**src/rtl/mhp_tx.sv**
```systemverilog
// MHP frame transmitter: serialises a 7-byte header and the payload onto a one-byte output register.
// Optional trailing checksum (SCS) is enabled by defining MHP_TX_CHKSUM_EN.
module mhp_tx #(
    parameter logic [15:0] CHK_INIT = 16'h0000
) (
    input  logic        i_clk,
    input  logic        i_rst,
    input  logic        i_start,
    input  logic [15:0] i_dst,
    input  logic [15:0] i_src,
    input  logic [15:0] i_size,
    input  logic [7:0]  i_dtype,
    input  logic [7:0]  i_pdata,
    input  logic        i_pvalid,
    output logic        o_pready,
    output logic [7:0]  o_wdata,
    output logic        o_wvalid,
    input  logic        i_wready,
    output logic        o_busy,
    output logic        o_done
);

    localparam logic [2:0] IDLE    = 3'd0;
    localparam logic [2:0] DST     = 3'd1;
    localparam logic [2:0] SRC     = 3'd2;
    localparam logic [2:0] SIZE    = 3'd3;
    localparam logic [2:0] DTYPE   = 3'd4;
    localparam logic [2:0] PAYLOAD = 3'd5;
`ifdef MHP_TX_CHKSUM_EN
    localparam logic [2:0] SCS     = 3'd6;
`endif

    logic [2:0]  state;
    logic        sel;
    logic        tail;
    logic [15:0] cnt;
    logic [7:0]  dst_lo;
    logic [15:0] src_q;
    logic [7:0]  dtype_q;
`ifdef MHP_TX_CHKSUM_EN
    logic [15:0] chk;
    logic        par;
`endif

    logic       ld_ok;
    logic       nb_ld;
    logic [7:0] nb;

    assign ld_ok    = !o_wvalid || i_wready;
    assign o_pready = (state == PAYLOAD) && !tail && ld_ok;

    // cnt doubles as the latched size until PAYLOAD starts counting it down
    always_comb begin
        nb = '0;
        case (state)
            DST:     nb = dst_lo;
            SRC:     nb = sel ? src_q[7:0] : src_q[15:8];
            SIZE:    nb = sel ? cnt[7:0] : cnt[15:8];
            DTYPE:   nb = dtype_q;
            PAYLOAD: nb = i_pdata;
`ifdef MHP_TX_CHKSUM_EN
            SCS:     nb = sel ? chk[7:0] : chk[15:8];
`endif
            default: nb = '0;
        endcase
        nb_ld = ld_ok && !tail && (state != IDLE) && ((state != PAYLOAD) || i_pvalid);
    end

    always_ff @(posedge i_clk or posedge i_rst) begin
        if (i_rst) begin
            state    <= IDLE;
            sel      <= 1'b0;
            tail     <= 1'b0;
            cnt      <= '0;
            dst_lo   <= '0;
            src_q    <= '0;
            dtype_q  <= '0;
            o_wdata  <= '0;
            o_wvalid <= 1'b0;
            o_busy   <= 1'b0;
            o_done   <= 1'b0;
`ifdef MHP_TX_CHKSUM_EN
            chk      <= CHK_INIT;
            par      <= 1'b0;
`endif
        end else begin
            o_done <= 1'b0;
            if (state == IDLE) begin
                if (i_start) begin
                    dst_lo   <= i_dst[7:0];
                    src_q    <= i_src;
                    dtype_q  <= i_dtype;
                    cnt      <= i_size;
                    o_wdata  <= i_dst[15:8];
                    o_wvalid <= 1'b1;
                    o_busy   <= 1'b1;
                    state    <= DST;
                    sel      <= 1'b1;
                    tail     <= 1'b0;
`ifdef MHP_TX_CHKSUM_EN
                    chk      <= {CHK_INIT[15:8] ^ i_dst[15:8], CHK_INIT[7:0]};
                    par      <= 1'b1;
`endif
                end
            end else if (tail) begin
                // last byte is parked in the output register; finish once it leaves
                if (i_wready) begin
                    o_done   <= 1'b1;
                    o_busy   <= 1'b0;
                    o_wvalid <= 1'b0;
                    tail     <= 1'b0;
                    sel      <= 1'b0;
                    state    <= IDLE;
                end
            end else if (ld_ok) begin
                o_wvalid <= nb_ld;
                if (nb_ld) begin
                    o_wdata <= nb;
`ifdef MHP_TX_CHKSUM_EN
                    if (state != SCS) begin
                        if (par) chk[7:0]  <= chk[7:0] ^ nb;
                        else     chk[15:8] <= chk[15:8] ^ nb;
                        par <= ~par;
                    end
`endif
                    case (state)
                        DST: begin
                            state <= SRC;
                            sel   <= 1'b0;
                        end
                        SRC: begin
                            sel <= ~sel;
                            if (sel) state <= SIZE;
                        end
                        SIZE: begin
                            sel <= ~sel;
                            if (sel) state <= DTYPE;
                        end
                        DTYPE: begin
                            if (cnt != 16'd0) begin
                                state <= PAYLOAD;
                            end else begin
`ifdef MHP_TX_CHKSUM_EN
                                state <= SCS;
                                sel   <= 1'b0;
`else
                                tail  <= 1'b1;
`endif
                            end
                        end
                        PAYLOAD: begin
                            cnt <= cnt - 16'd1;
                            if (cnt == 16'd1) begin
`ifdef MHP_TX_CHKSUM_EN
                                state <= SCS;
                                sel   <= 1'b0;
`else
                                tail  <= 1'b1;
`endif
                            end
                        end
`ifdef MHP_TX_CHKSUM_EN
                        SCS: begin
                            sel <= ~sel;
                            if (sel) tail <= 1'b1;
                        end
`endif
                        default: ;
                    endcase
                end
            end
        end
    end

endmodule
```
**config.mk**
```make
export PLATFORM = sky130hd
export DESIGN_NAME = mhp_tx
export DESIGN_NICKNAME = d
export VERILOG_FILES = /design/src/rtl/mhp_tx.sv
export SDC_FILE = /design/constraint.sdc
export NUM_CORES = 1
export LEC_CHECK = 0
export CORE_MARGIN = 2
export CORE_UTILIZATION = 54
export DETAILED_ROUTE_END_ITERATION = 12
export PLACE_DENSITY = 0.85
export SYNTH_ARGS = -nofsm -noshare
export SYNTH_HDL_FRONTEND = slang
export SYNTH_SLANG_ARGS = --single-unit
```
**constraint.sdc**
```tcl
create_clock -name i_clk -period 4.35 [get_ports i_clk]
set_clock_uncertainty 0.05 [all_clocks]
set_input_delay 0.435 -clock i_clk [delete_from_list [all_inputs] [get_ports i_clk]]
set_output_delay 0.435 -clock i_clk [all_outputs]
set_load 0.02 [all_outputs]
```
==> flow_summary.ini <==
[power_and_ir_drop]
irDropWorstVdd_mv = 0.333
p_int_mw = 1.83
combPwrFrac_pct = 42.7
powerDensity_mw_per_mm2 = 665
sequentialPowerShare_pct = 38.4
p_total_mw = 3.03
total_leakage_power_nw = 1.99
p_clk_share_pct = 19.0
p_sw_mw = 1.21
sw_frac_of_total_pct = 39.8

[die]
coreArea_mm2 = 0.00631
initial_core_util_pct = 55.7
fp.dieArea_mm2 = 0.00717
num_rows = 29
pin_count = 81
die_width_um = 84.7
fp.dieH_um = 84.7

[route]
routedWlPerCell_um = 16.7
via_per_inst = 5.89
ant_nets = 0
num_vias = 3247
drt_pass1_iterations = 5
routed_wirelength_um = 9180
post-route-drc-count = 0
drt_iter0_markers = 224

[layout]
syn_to_final_growth_pct = 29.7
fin_util_pct = 72.3
antennaDiodeCount = 0
nNetsFinal = 542
drive_gt1_share_pct = 9.28
fillers = 499
regArea_mm2 = 0.00160
multiInputGateArea_mm2 = 0.00175

[synthesis]
seq_area_frac_synth_pct = 45.5
ys_seq_elements = 64
synth.most_common_cell = nand2_1
ys_types = 54
synth-edff-count = 0
ys.flop_type = dfrtp_1
yosysTopAreaCell = dfrtp_1
netlist_area_mm2 = 0.00352
synth_nets = 475
synthArstFlopShare_pct = 100
synthTopCellsByArea = dfrtp_1 (46%), nand2_1 (12%), mux4_2 (4.5%)
synth.top_cells.by_count = nand2_1 (109), dfrtp_1 (64), nor2_1 (32), a21oi_1 (25), clkbuf_1 (20)
yosysWarnings = 0
syn_inst = 403
syn_avg_cell_area_um2 = 8.73
yosys.area.top_type_share_pct = 45.5

[global_route]
grt_remaining_overflow = 0
grt_pass1_wl_um = 14900
grt_max_degree = 39
antenna_found_initial = 0
first_global_vias = 3196
grt_usage_pct = 26.3

[sta]
fin_crit_sh_pct = 65.8
setup_ws_ps = 1490
final.setup.tns_ps = 0
slew_viol_final = 0
setup_viol = 0
fin_crit_ps = 2860
fmax_mhz = 350
finalHoldViolCount = 0
worstMarginPinSlew_ps = 917
rsz0062_at_grt = no
slew_headroom_pct = 38.8

[clocking]
htreeDepth = 3
tritoncts = done
insertion_delay_ps = 330
holdBufCountCts = 0
post-cts-setup-buffers = 0
cts_resized = 0
clockBufferDepth = 2
clkTransAtPathRegs_ps = 70
cts_buffers = 9
root_buffer = clkbuf_8
cts.sinks = 64

[place]
gp_congestion = 0.873
dp_hpwl_um = 6550
numPortBuffers = 80
dp_slack_ps = 1550

[critical_path]
r2r-end = state[0]$_DFFE_PP0P_
cp_max_fo = 27
reg2reg_from = state[0]$_DFFE_PP0P_
end_kind = flop
cp_data_required_time_ps = 4550
regToRegSetupSlack_ps = 1490
ff2ff_path_depth = 5
critPathLaunchType = flop
critPathKind = flop to flop
cp.arrival_ps = 3060

[outcome]
status = finished clean

[job]
maxCapViolations = 0

[worst_hold_path]
hold_end = dst_lo[3]$_DFFE_PP0P_
hp-start = dst_lo[3]$_DFFE_PP0P_
min_path_type = flop to flop
worstHoldPathCells = 2
==> cell families (layout without fill, tap and decap cells) <==
kind of cell | Yosys count | count (layout) | synth area share, %
AND/OR/NAND/NOR | 178 | 178 | 22.5
multiplexers | 21 | 21 | 8.57
flip-flops | 64 | 64 | 45.5
adder cells (fa/ha/maj) | 3 | 3 | 1.07
buffers and inverters | 43 | 114 | 4.84
AO/OA/AOI/OAI | 94 | 94 | 17.5
==> metrics by stage <==
stage	hold slack [ps]	cells	instance area [µm²]
2_1_floorplan	390	403	3520
3_3_place_gp	408	536	4340
3_5_place_dp	414	536	4340
4_1_cts	429	551	4560
5_1_grt	448	551	4560
6_report	427	551	4560
==> layout make-up <==
class | count | area share [%]
Sequential cell | 64 | 35.1
Clock inverter | 3 | 1.43
Timing Repair Buffer | 87 | 18.7
Multi-Input combinational cell | 296 | 38.3
Tap cell | 77 | 2.11
Inverter | 12 | 0.987
Clock buffer | 12 | 3.40
==> flip-flops by register name, indices dropped and copies added (netlist names) <==
register,flops
sel,1
dst_lo,8
cnt,16
o_busy,1
src_q,16
o_done,1
tail,1
o_wvalid,1
state,3
dtype_q,8
o_wdata,8
==> metal layers <==
metal	up-vias	global-route usage, %	share of wire [%]
met3	21	4.03	5.5
met2	119	43.9	50
met4	0	12.1	2.6
li1	1540	-	-
met1	1567	33.9	42
met5	-	0	0
==> worst max path at each step <==
stage	startpoint	to	slack, ps	depth (start not counted)
6_report	state[0]$_DFFE_PP0P_	state[0]$_DFFE_PP0P_	1490	5
3_3_place_gp	state[0]$_DFFE_PP0P_	state[0]$_DFFE_PP0P_	1670	5
4_1_cts	state[0]$_DFFE_PP0P_	state[0]$_DFFE_PP0P_	1530	5
5_1_grt	state[0]$_DFFE_PP0P_	state[0]$_DFFE_PP0P_	1260	5
2_1_floorplan	cnt[0]$_DFFE_PP0P_	cnt[14]$_DFFE_PP0P_	1880	8
3_5_place_dp	state[0]$_DFFE_PP0P_	state[0]$_DFFE_PP0P_	1550	5
==> power by group through the flow <==
stage	sequential [mW]	clock [mW]	combinational [mW]
after global placement	1.15	0	1.23
after floorplan	1.05	0	0.972
final	1.16	0.575	1.29
after CTS	1.16	0.578	1.29
after global routing	1.20	0.604	1.41
after detailed placement	1.17	0	1.28
==> layout by cell type, fill, tap and decap left out, types with 3 or more instances in the layout <==
| master | netlist | routed |
|---|---|---|
| o21ai_1 | 4 | 4 |
| mux2_2 | 3 | 3 |
| inv_1 | 11 | 10 |
| nor4_1 | 4 | 4 |
| o32ai_1 | 4 | 4 |
| buf_4 | 0 | 7 |
| or2_2 | 3 | 3 |
| clkdlybuf4s50_1 | 0 | 80 |
| nand2_1 | 109 | 109 |
| a211oi_1 | 4 | 4 |
| mux4_2 | 7 | 7 |
| or3_1 | 3 | 3 |
| ha_1 | 3 | 3 |
| a21oi_1 | 25 | 25 |
| mux2i_1 | 11 | 11 |
| o21ai_0 | 16 | 16 |
| nor2_1 | 32 | 32 |
| dfrtp_1 | 64 | 64 |
| nor3_1 | 7 | 7 |
| clkbuf_8 | 0 | 11 |
| a2bb2oi_1 | 3 | 3 |
| o2bb2ai_1 | 4 | 4 |
| a31oi_1 | 3 | 3 |
| o22ai_1 | 7 | 7 |
| a22oi_1 | 7 | 7 |
| nor2b_1 | 3 | 3 |
==> critical path, stage by stage (launching register included) <==
cell	delay [ps]
dfrtp_1	940
or3_1	720
o21ai_0	300
o21a_1	310
a31o_2	240
o31ai_1	210
Power figures use the tool's default switching activity.
